[src/rtl/uart_tx_arbiter_if.sv]
// Producer/transmitter bundle for uart_tx_arbiter.
// master = arbiter side, slave = producers plus transmitter side.
interface uart_tx_arbiter_if #(
    parameter int NUM_REQ = 4
);
    logic [NUM_REQ-1:0]   req;
    logic [8*NUM_REQ-1:0] req_data;
    logic [NUM_REQ-1:0]   req_ack;
    logic [7:0]           tx_data;
    logic                 tx_start;
    logic                 tx_busy;
    logic                 arb_busy;
    logic [3:0]           grant_id;
    logic                 err_timeout;

    modport master (
        input  req,
        input  req_data,
        input  tx_busy,
        output req_ack,
        output tx_data,
        output tx_start,
        output arb_busy,
        output grant_id,
        output err_timeout
    );

    modport slave (
        output req,
        output req_data,
        output tx_busy,
        input  req_ack,
        input  tx_data,
        input  tx_start,
        input  arb_busy,
        input  grant_id,
        input  err_timeout
    );
endinterface

[src/rtl/uart_tx_arbiter.sv]
// Round-robin scheduler sharing one UART transmitter among NUM_REQ producers.
// Define UART_ARB_TAG_EN to prefix every data byte with a tag {4'hA, grant_id}.
module uart_tx_arbiter #(
    parameter int NUM_REQ       = 4,
    parameter int START_TIMEOUT = 16
) (
    input  logic                 clk,
    input  logic                 reset,
    uart_tx_arbiter_if.master    bus
);

    localparam int CW = (START_TIMEOUT > 2) ? $clog2(START_TIMEOUT) : 1;
    localparam logic [CW-1:0] CNT_LAST = CW'(START_TIMEOUT - 1);

    localparam logic [2:0] S_IDLE      = 3'd0;
    localparam logic [2:0] S_WAIT_BUSY = 3'd1;
    localparam logic [2:0] S_WAIT_DONE = 3'd2;
`ifdef UART_ARB_TAG_EN
    localparam logic [2:0] S_TAG_BUSY  = 3'd3;
    localparam logic [2:0] S_TAG_DONE  = 3'd4;
    localparam logic [2:0] S_TAG_GAP   = 3'd5;
`endif

    logic [2:0]         state_q, state_d;
    logic [3:0]         rr_q, rr_d;
    logic [CW-1:0]      cnt_q, cnt_d;
    logic [7:0]         tx_data_q, tx_data_d;
    logic [3:0]         grant_q, grant_d;
    logic [NUM_REQ-1:0] ack_q, ack_d;
    logic               start_q, start_d;
    logic               err_q, err_d;
`ifdef UART_ARB_TAG_EN
    logic [7:0]         byte_q, byte_d;
`endif

    logic [NUM_REQ-1:0] hi_mask;
    logic [NUM_REQ-1:0] masked;
    logic [NUM_REQ-1:0] pick;
    logic [NUM_REQ-1:0] ack_vec;
    logic               found;
    logic [3:0]         sel;
    logic [3:0]         rr_nxt;
    logic [7:0]         sel_byte;

    // Round-robin pick: lowest request at or above rr_q, else lowest overall.
    always_comb begin
        hi_mask = '0;
        for (int k = 0; k < NUM_REQ; k++) begin
            hi_mask[k] = (4'(k) >= rr_q);
        end
        masked = bus.req & hi_mask;
        pick   = (|masked) ? masked : bus.req;
        found  = |bus.req;
        sel    = 4'd0;
        for (int k = NUM_REQ - 1; k >= 0; k--) begin
            if (pick[k]) begin
                sel = 4'(k);
            end
        end
        rr_nxt = (sel == 4'(NUM_REQ - 1)) ? 4'd0 : sel + 4'd1;
    end

    // Byte and one-hot acknowledge for the selected requester.
    always_comb begin
        sel_byte = 8'h00;
        ack_vec  = '0;
        for (int k = 0; k < NUM_REQ; k++) begin
            if (sel == 4'(k)) begin
                sel_byte   = bus.req_data[8*k +: 8];
                ack_vec[k] = 1'b1;
            end
        end
    end

    // Next-state logic: grant, wait for busy to rise, wait for frame end.
    always_comb begin
        state_d   = state_q;
        rr_d      = rr_q;
        cnt_d     = cnt_q;
        tx_data_d = tx_data_q;
        grant_d   = grant_q;
        ack_d     = '0;
        start_d   = 1'b0;
        err_d     = 1'b0;
`ifdef UART_ARB_TAG_EN
        byte_d    = byte_q;
`endif
        unique case (state_q)
            S_IDLE: begin
                if (found) begin
                    grant_d = sel;
                    ack_d   = ack_vec;
                    start_d = 1'b1;
                    rr_d    = rr_nxt;
                    cnt_d   = '0;
`ifdef UART_ARB_TAG_EN
                    tx_data_d = {4'hA, sel};
                    byte_d    = sel_byte;
                    state_d   = S_TAG_BUSY;
`else
                    tx_data_d = sel_byte;
                    state_d   = S_WAIT_BUSY;
`endif
                end
            end
            S_WAIT_BUSY: begin
                if (bus.tx_busy) begin
                    state_d = S_WAIT_DONE;
                end else if (cnt_q == CNT_LAST) begin
                    err_d   = 1'b1;
                    state_d = S_IDLE;
                end else begin
                    cnt_d = cnt_q + CW'(1);
                end
            end
            S_WAIT_DONE: begin
                if (!bus.tx_busy) begin
                    state_d = S_IDLE;
                end
            end
`ifdef UART_ARB_TAG_EN
            S_TAG_BUSY: begin
                if (bus.tx_busy) begin
                    state_d = S_TAG_DONE;
                end else if (cnt_q == CNT_LAST) begin
                    err_d   = 1'b1;
                    state_d = S_IDLE;
                end else begin
                    cnt_d = cnt_q + CW'(1);
                end
            end
            S_TAG_DONE: begin
                if (!bus.tx_busy) begin
                    state_d = S_TAG_GAP;
                end
            end
            S_TAG_GAP: begin
                tx_data_d = byte_q;
                start_d   = 1'b1;
                cnt_d     = '0;
                state_d   = S_WAIT_BUSY;
            end
`endif
            default: begin
                state_d = S_IDLE;
            end
        endcase
    end

    // State and output registers; reset drops any in-flight byte.
    always_ff @(posedge clk or posedge reset) begin
        if (reset) begin
            state_q   <= S_IDLE;
            rr_q      <= 4'd0;
            cnt_q     <= '0;
            tx_data_q <= 8'h00;
            grant_q   <= 4'd0;
            ack_q     <= '0;
            start_q   <= 1'b0;
            err_q     <= 1'b0;
        end else begin
            state_q   <= state_d;
            rr_q      <= rr_d;
            cnt_q     <= cnt_d;
            tx_data_q <= tx_data_d;
            grant_q   <= grant_d;
            ack_q     <= ack_d;
            start_q   <= start_d;
            err_q     <= err_d;
        end
    end

`ifdef UART_ARB_TAG_EN
    // Data byte parked while its tag frame is on the line.
    always_ff @(posedge clk or posedge reset) begin
        if (reset) begin
            byte_q <= 8'h00;
        end else begin
            byte_q <= byte_d;
        end
    end
`endif

    assign bus.tx_data     = tx_data_q;
    assign bus.tx_start    = start_q;
    assign bus.req_ack     = ack_q;
    assign bus.grant_id    = grant_q;
    assign bus.err_timeout = err_q;
    assign bus.arb_busy    = (state_q != S_IDLE);

endmodule

[src/flat_wrapper.sv]
// flat-port wrapper written by rule: the top's interface ports become plain ports
module uart_tx_arbiter_flat 
#(
    parameter int NUM_REQ       = 4,
    parameter int START_TIMEOUT = 16
)
  (clk, reset, bus_req, bus_req_data, bus_tx_busy, bus_req_ack, bus_tx_data, bus_tx_start, bus_arb_busy, bus_grant_id, bus_err_timeout);
  uart_tx_arbiter_if #(.NUM_REQ(NUM_REQ)) bus_i ();
  input  logic clk;
  input  logic reset;
  input wire logic [$bits(bus_i.req)-1:0] bus_req;
  input wire logic [$bits(bus_i.req_data)-1:0] bus_req_data;
  input wire logic [$bits(bus_i.tx_busy)-1:0] bus_tx_busy;
  output wire logic [$bits(bus_i.req_ack)-1:0] bus_req_ack;
  output wire logic [$bits(bus_i.tx_data)-1:0] bus_tx_data;
  output wire logic [$bits(bus_i.tx_start)-1:0] bus_tx_start;
  output wire logic [$bits(bus_i.arb_busy)-1:0] bus_arb_busy;
  output wire logic [$bits(bus_i.grant_id)-1:0] bus_grant_id;
  output wire logic [$bits(bus_i.err_timeout)-1:0] bus_err_timeout;
  assign bus_i.req = bus_req;
  assign bus_i.req_data = bus_req_data;
  assign bus_i.tx_busy = bus_tx_busy;
  assign bus_req_ack = bus_i.req_ack;
  assign bus_tx_data = bus_i.tx_data;
  assign bus_tx_start = bus_i.tx_start;
  assign bus_arb_busy = bus_i.arb_busy;
  assign bus_grant_id = bus_i.grant_id;
  assign bus_err_timeout = bus_i.err_timeout;
  uart_tx_arbiter #(.NUM_REQ(NUM_REQ), .START_TIMEOUT(START_TIMEOUT)) u_core (.clk(clk), .reset(reset), .bus(bus_i));
endmodule
[config.mk]
export PLATFORM = sky130hd
export DESIGN_NAME = uart_tx_arbiter_flat
export DESIGN_NICKNAME = d
export VERILOG_FILES = /design/src/rtl/uart_tx_arbiter_if.sv /design/src/rtl/uart_tx_arbiter.sv /design/src/flat_wrapper.sv
export SDC_FILE = /design/constraint.sdc
export NUM_CORES = 1
export LEC_CHECK = 0
export ABC_AREA = 1
export CORE_UTILIZATION = 46
export DETAILED_ROUTE_END_ITERATION = 12
export PLACE_DENSITY_LB_ADDON = 0.1
export SYNTH_ARGS = -nofsm -noshare
export SYNTH_HDL_FRONTEND = slang
export SYNTH_SLANG_ARGS = --single-unit
[constraint.sdc]
create_clock -name clk -period 5.8 [get_ports clk]
set_clock_uncertainty 0.2 [all_clocks]
set_input_delay 1.16 -clock clk [delete_from_list [all_inputs] [get_ports clk]]
set_output_delay 1.16 -clock clk [all_outputs]
set_load 0.01 [all_outputs]
==> impl_metrics.yaml, run 1 <==
run_status:
  status: "complete, but fails checks"
  violations: "design-rule violations"
global_route:
  grt_overflow: 0
  grt_pass1_wl_um: 5420
  grt_max_degree: 25
  antenna_found_initial: 0
  track_usage: 0.218
  grt_pass1_vias: 1276
timing:
  rsz0062_at_grt: "false"
  final_max_slew_viol_count: 0
  hold_ws_ns: 0.313
  fin_crit_ns: 3.40
  setup_viol: 0
  finalHoldViolCount: 0
  relSlewSlack: 0.403
  worst_slew_pin_slew_ns: 0.895
  clock.fmax_ghz: 0.294
  final.period_utilization: 0.587
  setup_tns_ns: 0
hold_path:
  holdPathEnd: "u_core.bus.grant_id[0]"
  hp-class: "register to register"
  holdPathStages: 2
  min_from: "u_core.bus.grant_id[0]"
critical_path:
  crit_path_start_kind: "input port"
  arrival_ns: 3.41
  cp-end-kind: "register"
  critPathMaxStageDelay_ns: 0.53
  timing.rr.end: "u_core.bus.tx_data[2]"
  path_max_fanout: 9
  crit_required_ns: 5.81
  path_cells: "clkdlybuf4s50_1, inv_1, nand4_1, nand3_1, nor2_1, ha_1, clkinv_1, o211ai_1, a21oi_2"
  reg2regPathDepth: 9
  cp_slowest_cell: "clkdlybuf4s50_1"
  rrSetupSlack_ns: 3.22
  worstSetupPathType: "input port to register"
  worstReg2RegStart: "u_core.rr_q[1]"
route:
  ant_nets: 0
  vias: 1317
  firstDrtPassIters: 8
  wl_per_cell_um: 13.7
  dr.first_iter.drc_count: 54
  remaining_drc_errors: 2
  vias_per_cell: 5.25
  drt_wl_total_um: 3430
power_and_ir_drop:
  sw_frac_of_total: 0.436
  p_int_uw: 507
  p_leak_nw: 0.904
  seqPwrFrac: 0.305
  p_switching_uw: 392
  p_per_area_mw_per_mm2: 458
  pwr-share-clk: 0.099
  combPwrFrac: 0.595
  ir_worst_vdd_mv: 0.266
yosys:
  ys_seq_elements: 24
  synth_area_per_cell_um2: 8.39
  yosysWarningCount: 0
  synthTopCellsByArea: "dfrtp_1, nand2_1, a21oi_1"
  yosys.area.top_type: "dfrtp_1"
  yosysTopAreaCellShare: 0.429
  ys_seq_area_frac: 0.429
  synthesis.instances: 167
  synthDistinctLibCells: 29
  syn-cell-area_mm2: 0.00140
clock_network:
  cts_max_level: 1
  cts_tree: "yes"
  cts_sinks: 24
  cts_resized: 0
  clkTransAtPathRegs_ns: 0.14
  ctsRootBufferMaster: "clkbuf_4"
  clock_path_buffers: 2
  clock_latency_ns: 0.32
  cts_hold_buf: 0
  post-cts-setup-buffer-count: 0
  cts_buffers: 3
floorplanning:
  coreArea_mm2: 0.00283
  fp-row-count: 19
  chipHeight_um: 57.2
  die-area_mm2: 0.00327
  chipWidth_um: 57.2
  boundaryPins: 58
  start_util: 0.495
cells_and_area:
  fin_util: 0.694
  areaGrowthSynthToFinish_pct: 40.2
  fill_cells: 234
  drive_gt1_frac: 0.109
  diodes: 0
  layout.nets: 265
  layout_common_cells: "clkdlybuf4s50_1, nand2_1, dfrtp_1"
  design_area_mm2: 0.00196
  final_common_cell: "clkdlybuf4s50_1"
placed_design:
  hpwl_um: 2660
  io_buffers: 55
  post_dp_cell_area_mm2: 0.00193
  place.gp.congestion: 0.866
job:
  cap_violations: 0
[power groups by stage]
stage          clock network [mW]  registers, mW  logic (mW)
6_report                   0.0894          0.275       0.535
4_1_cts                    0.0925          0.275       0.537
3_3_place_gp                    0          0.275       0.523
2_1_floorplan                   0          0.295       0.346
5_1_grt                    0.0963          0.282       0.594
3_5_place_dp                    0          0.278       0.536
[cell families after synthesis]
family                     count (synthesis)  share of synthesized area
AOI/OAI and AO/OA                         37                      0.164
xor gates and xnor gates                   1                    0.00625
adders and majority gates                  5                     0.0446
buffers and inverters                     25                     0.0973
DFF                                       24                      0.429
other                                      1                    0.00268
and+or+nand+nor                           74                      0.256
[critical path: cells and delay by family]
kind / cells / cell delay (ns)
fa+ha+maj: 1 / 0.45
buf+inv: 3 / 0.95
simple gates: 3 / 0.45
compound gates: 2 / 0.41
[metal layers]
layer / vias up / wire (µm) / part of all wire / track usage
met4: 0 / 38 / 0.011 / 0.0906
met2: 42 / 1800 / 0.52 / 0.388
met3: 6 / 134 / 0.039 / 0.0522
met5: - / 0 / 0 / 0
li1: 655 / - / - / -
met1: 614 / 1460 / 0.43 / 0.250
[registers in the layout, indices dropped and copies added, names as in the netlist]
| signal | flops |
|---|---|
| u_core.bus.err_timeout | 1 |
| u_core.bus.tx_start | 1 |
| u_core.state_q | 2 |
| u_core.bus.req_ack | 4 |
| u_core.rr_q | 2 |
| u_core.cnt_q | 4 |
| u_core.bus.tx_data | 8 |
| u_core.bus.grant_id | 2 |
[per-stage QoR]
stage,instances,worst slack (ns),total power [mW]
final,251,2.40,0.899
after global routing,251,2.21,0.973
after CTS,251,2.43,0.905
after detailed placement,247,2.08,0.813
after global placement,247,2.21,0.798
after floorplan,168,3.09,0.642
[cells in the mapped netlist]
library cell,n
nand2_1,39
dfrtp_1,24
a21oi_1,20
inv_1,14
nor2_1,12
o211ai_1,8
nand3_1,7
ha_1,5
nor2_2,5
a21oi_2,4
buf_4,4
nand4_1,3
clkinv_1,2
nand2_2,2
nand3_2,2
o21ai_0,2
o21ai_2,2
a21boi_0,1
buf_12,1
buf_2,1
buf_6,1
conb_1,1
inv_2,1
inv_4,1
nand3_4,1
nor2_8,1
nor4_1,1
or2_2,1
xor2_1,1
[how the worst max path moves through the flow]
stage,slack (ns),to,start
after floorplan,3.09,u_core.bus.tx_data[0],bus_req[1]
after global placement,2.21,u_core.bus.tx_data[2],bus_req[2]
after detailed placement,2.08,u_core.bus.tx_data[2],bus_req[3]
after CTS,2.43,u_core.bus.tx_data[2],bus_req[3]
after global routing,2.21,u_core.bus.tx_data[6],bus_req[1]
final,2.40,u_core.bus.tx_data[2],bus_req[3]
[layout make-up]
class	count	area [µm²]	area share
timing repair buffer	55	551	0.280
multi-input combinational	119	668	0.340
clock buffer	4	36.3	0.0185
sequential	24	601	0.306
inverter	18	70.1	0.0357
tap	31	38.8	0.0197
No activity file was read; power rests on OpenSTA's default activity.
==> run 2, diff against run 1 <==
Settings changed: CORE_UTILIZATION 46 to 38.
Clock period 5.8 ns to 3.04 ns, I/O delays scaled along.
==> run 2 against run 1 <==
Against the previous run: the flow now finishes without violations; cell count grew 7.6%; non-clock buffer count grew 4; combinational power grew 96%; critical path depth grew 3.
==> impl_metrics.yaml, run 2 (synthesis gave the netlist of run 1 again) <==
floorplanning:
  fp-row-count: 21
  start_util: 0.407
  chipHeight_um: 62.7
  coreArea_mm2: 0.00344
  die-area_mm2: 0.00393
  chipWidth_um: 62.7
  boundaryPins: 58
route:
  remaining_drc_errors: 0
  vias: 1340
  drt_wl_total_um: 3690
  ant_nets: 0
  firstDrtPassIters: 4
  vias_per_cell: 4.96
  dr.first_iter.drc_count: 47
  wl_per_cell_um: 13.7
clock_network:
  post-cts-setup-buffer-count: 0
  cts_max_level: 1
  cts_hold_buf: 0
  cts_sinks: 24
  clock_latency_ns: 0.27
  clock_path_buffers: 2
  ctsRootBufferMaster: "clkbuf_8"
  cts_tree: "yes"
  cts_resized: 0
  clkTransAtPathRegs_ns: 0.08
  cts_buffers: 3
critical_path:
  path_max_fanout: 10
  arrival_ns: 2.72
  startpoint: "bus_req[1]"
  crit_required_ns: 3.05
  crit_path_start_kind: "input port"
  cp-end-kind: "register"
  worstSetupPathType: "input port to register"
  worstReg2RegStart: "u_core.rr_q[1]"
global_route:
  grt_pass1_vias: 1464
  grt_overflow: 0
  track_usage: 0.203
  grt_pass1_wl_um: 6250
  grt_max_degree: 25
  antenna_found_initial: 0
power_and_ir_drop:
  combPwrFrac: 0.586
  p_per_area_mw_per_mm2: 881
  p_switching_uw: 762
  seqPwrFrac: 0.293
  p_leak_nw: 0.932
  sw_frac_of_total: 0.426
  pwr-share-clk: 0.121
  ir_worst_vdd_mv: 0.443
  p_int_mw: 1.03
placed_design:
  post_dp_cell_area_mm2: 0.00198
  io_buffers: 55
  dp.cells: 266
  place.gp.congestion: 0.793
  hpwl_um: 2840
run_status:
  status: "complete, no violations"
cells_and_area:
  diodes: 0
  drive_gt1_frac: 0.125
  areaGrowthSynthToFinish_pct: 45.0
  layout_common_cells: "clkdlybuf4s50_1, nand2_1, dfrtp_1"
  layoutNonFillerInstCount: 270
  final_common_cell: "clkdlybuf4s50_1"
  design_area_mm2: 0.00203
  largest_reg_flops: 8
  layout.nets: 269
timing:
  final.period_utilization: 0.893
  setup_tns_ns: 0
  fin_crit_ns: 2.71
  rsz0062_at_grt: "false"
  clock.fmax_ghz: 0.368
  setup_viol: 0
  finalHoldViolCount: 0
  final_max_slew_viol_count: 0
job:
  cap_violations: 0
hold_path:
  min_from: "u_core.bus.grant_id[1]"
  hp-class: "register to register"
## run 2: changes by cell type in the layout (fill, tap and decap cells not counted)
cell | previous run | this run
buf_4 | 0 | 4
clkbuf_4 | 3 | 0
clkbuf_8 | 1 | 4
## run 2: metrics by stage
stage / worst slack, ns / utilization / power [mW] / hold WS, ns
floorplan: 0.884 / - / 1.22 / 0.271
detailed placement: 0.0913 / 0.574 / 1.58 / 0.268
global placement: 0.226 / 0.574 / 1.54 / 0.262
global route: 0.138 / 0.590 / 1.94 / 0.323
finish: 0.326 / 0.590 / 1.79 / 0.294
CTS: 0.365 / 0.590 / 1.81 / 0.292
## run 2: power by group through the flow
stage	logic (mW)	registers, mW	clock network (mW)
2_1_floorplan	0.661	0.564	0
3_3_place_gp	1.02	0.524	0
3_5_place_dp	1.05	0.528	0
4_1_cts	1.06	0.526	0.228
5_1_grt	1.15	0.541	0.242
6_report	1.05	0.525	0.216
## run 2: final cells by class
class                   count  area [µm²]
inverters                  18        70.1
repair buffers             59         581
flip-flops and latches     24         601
clock buffers               4        55.1
multi-input cells         119         668
well taps                  46        57.6
fillers                   319        1410
## run 2: per-layer routing
metal  routed length (µm)  track usage  share of wire
met5                    0            0              0
met4                  103       0.0930          0.028
met3                   98       0.0365          0.027
met2                 2070        0.404           0.56
met1                 1420        0.199           0.38
## run 2: worst paths after layout
path	end	slack [ns]	cells past startpoint
hold reg to reg	u_core.bus.grant_id[1]	0.29	2
min in group asynchronous	u_core.bus.req_ack[1]	0.49	3
max in group asynchronous	u_core.bus.tx_data[5]	1.90	3
setup reg to reg	u_core.bus.tx_data[0]	0.66	12
hold / removal	u_core.bus.grant_id[1]	0.29	2
setup / recovery	u_core.bus.tx_data[0]	0.33	12
## run 2: worst max-delay path, stage by stage
cell and delay (ns):
clkdlybuf4s50_1 0.50, nand2_1 0.11, nand4_1 0.11, nand2_1 0.08, inv_1 0.09, nand2_1 0.12
inv_1 0.11, ha_1 0.46, a21oi_1 0.14, nand2_1 0.12, o211ai_1 0.13, a21oi_2 0.15
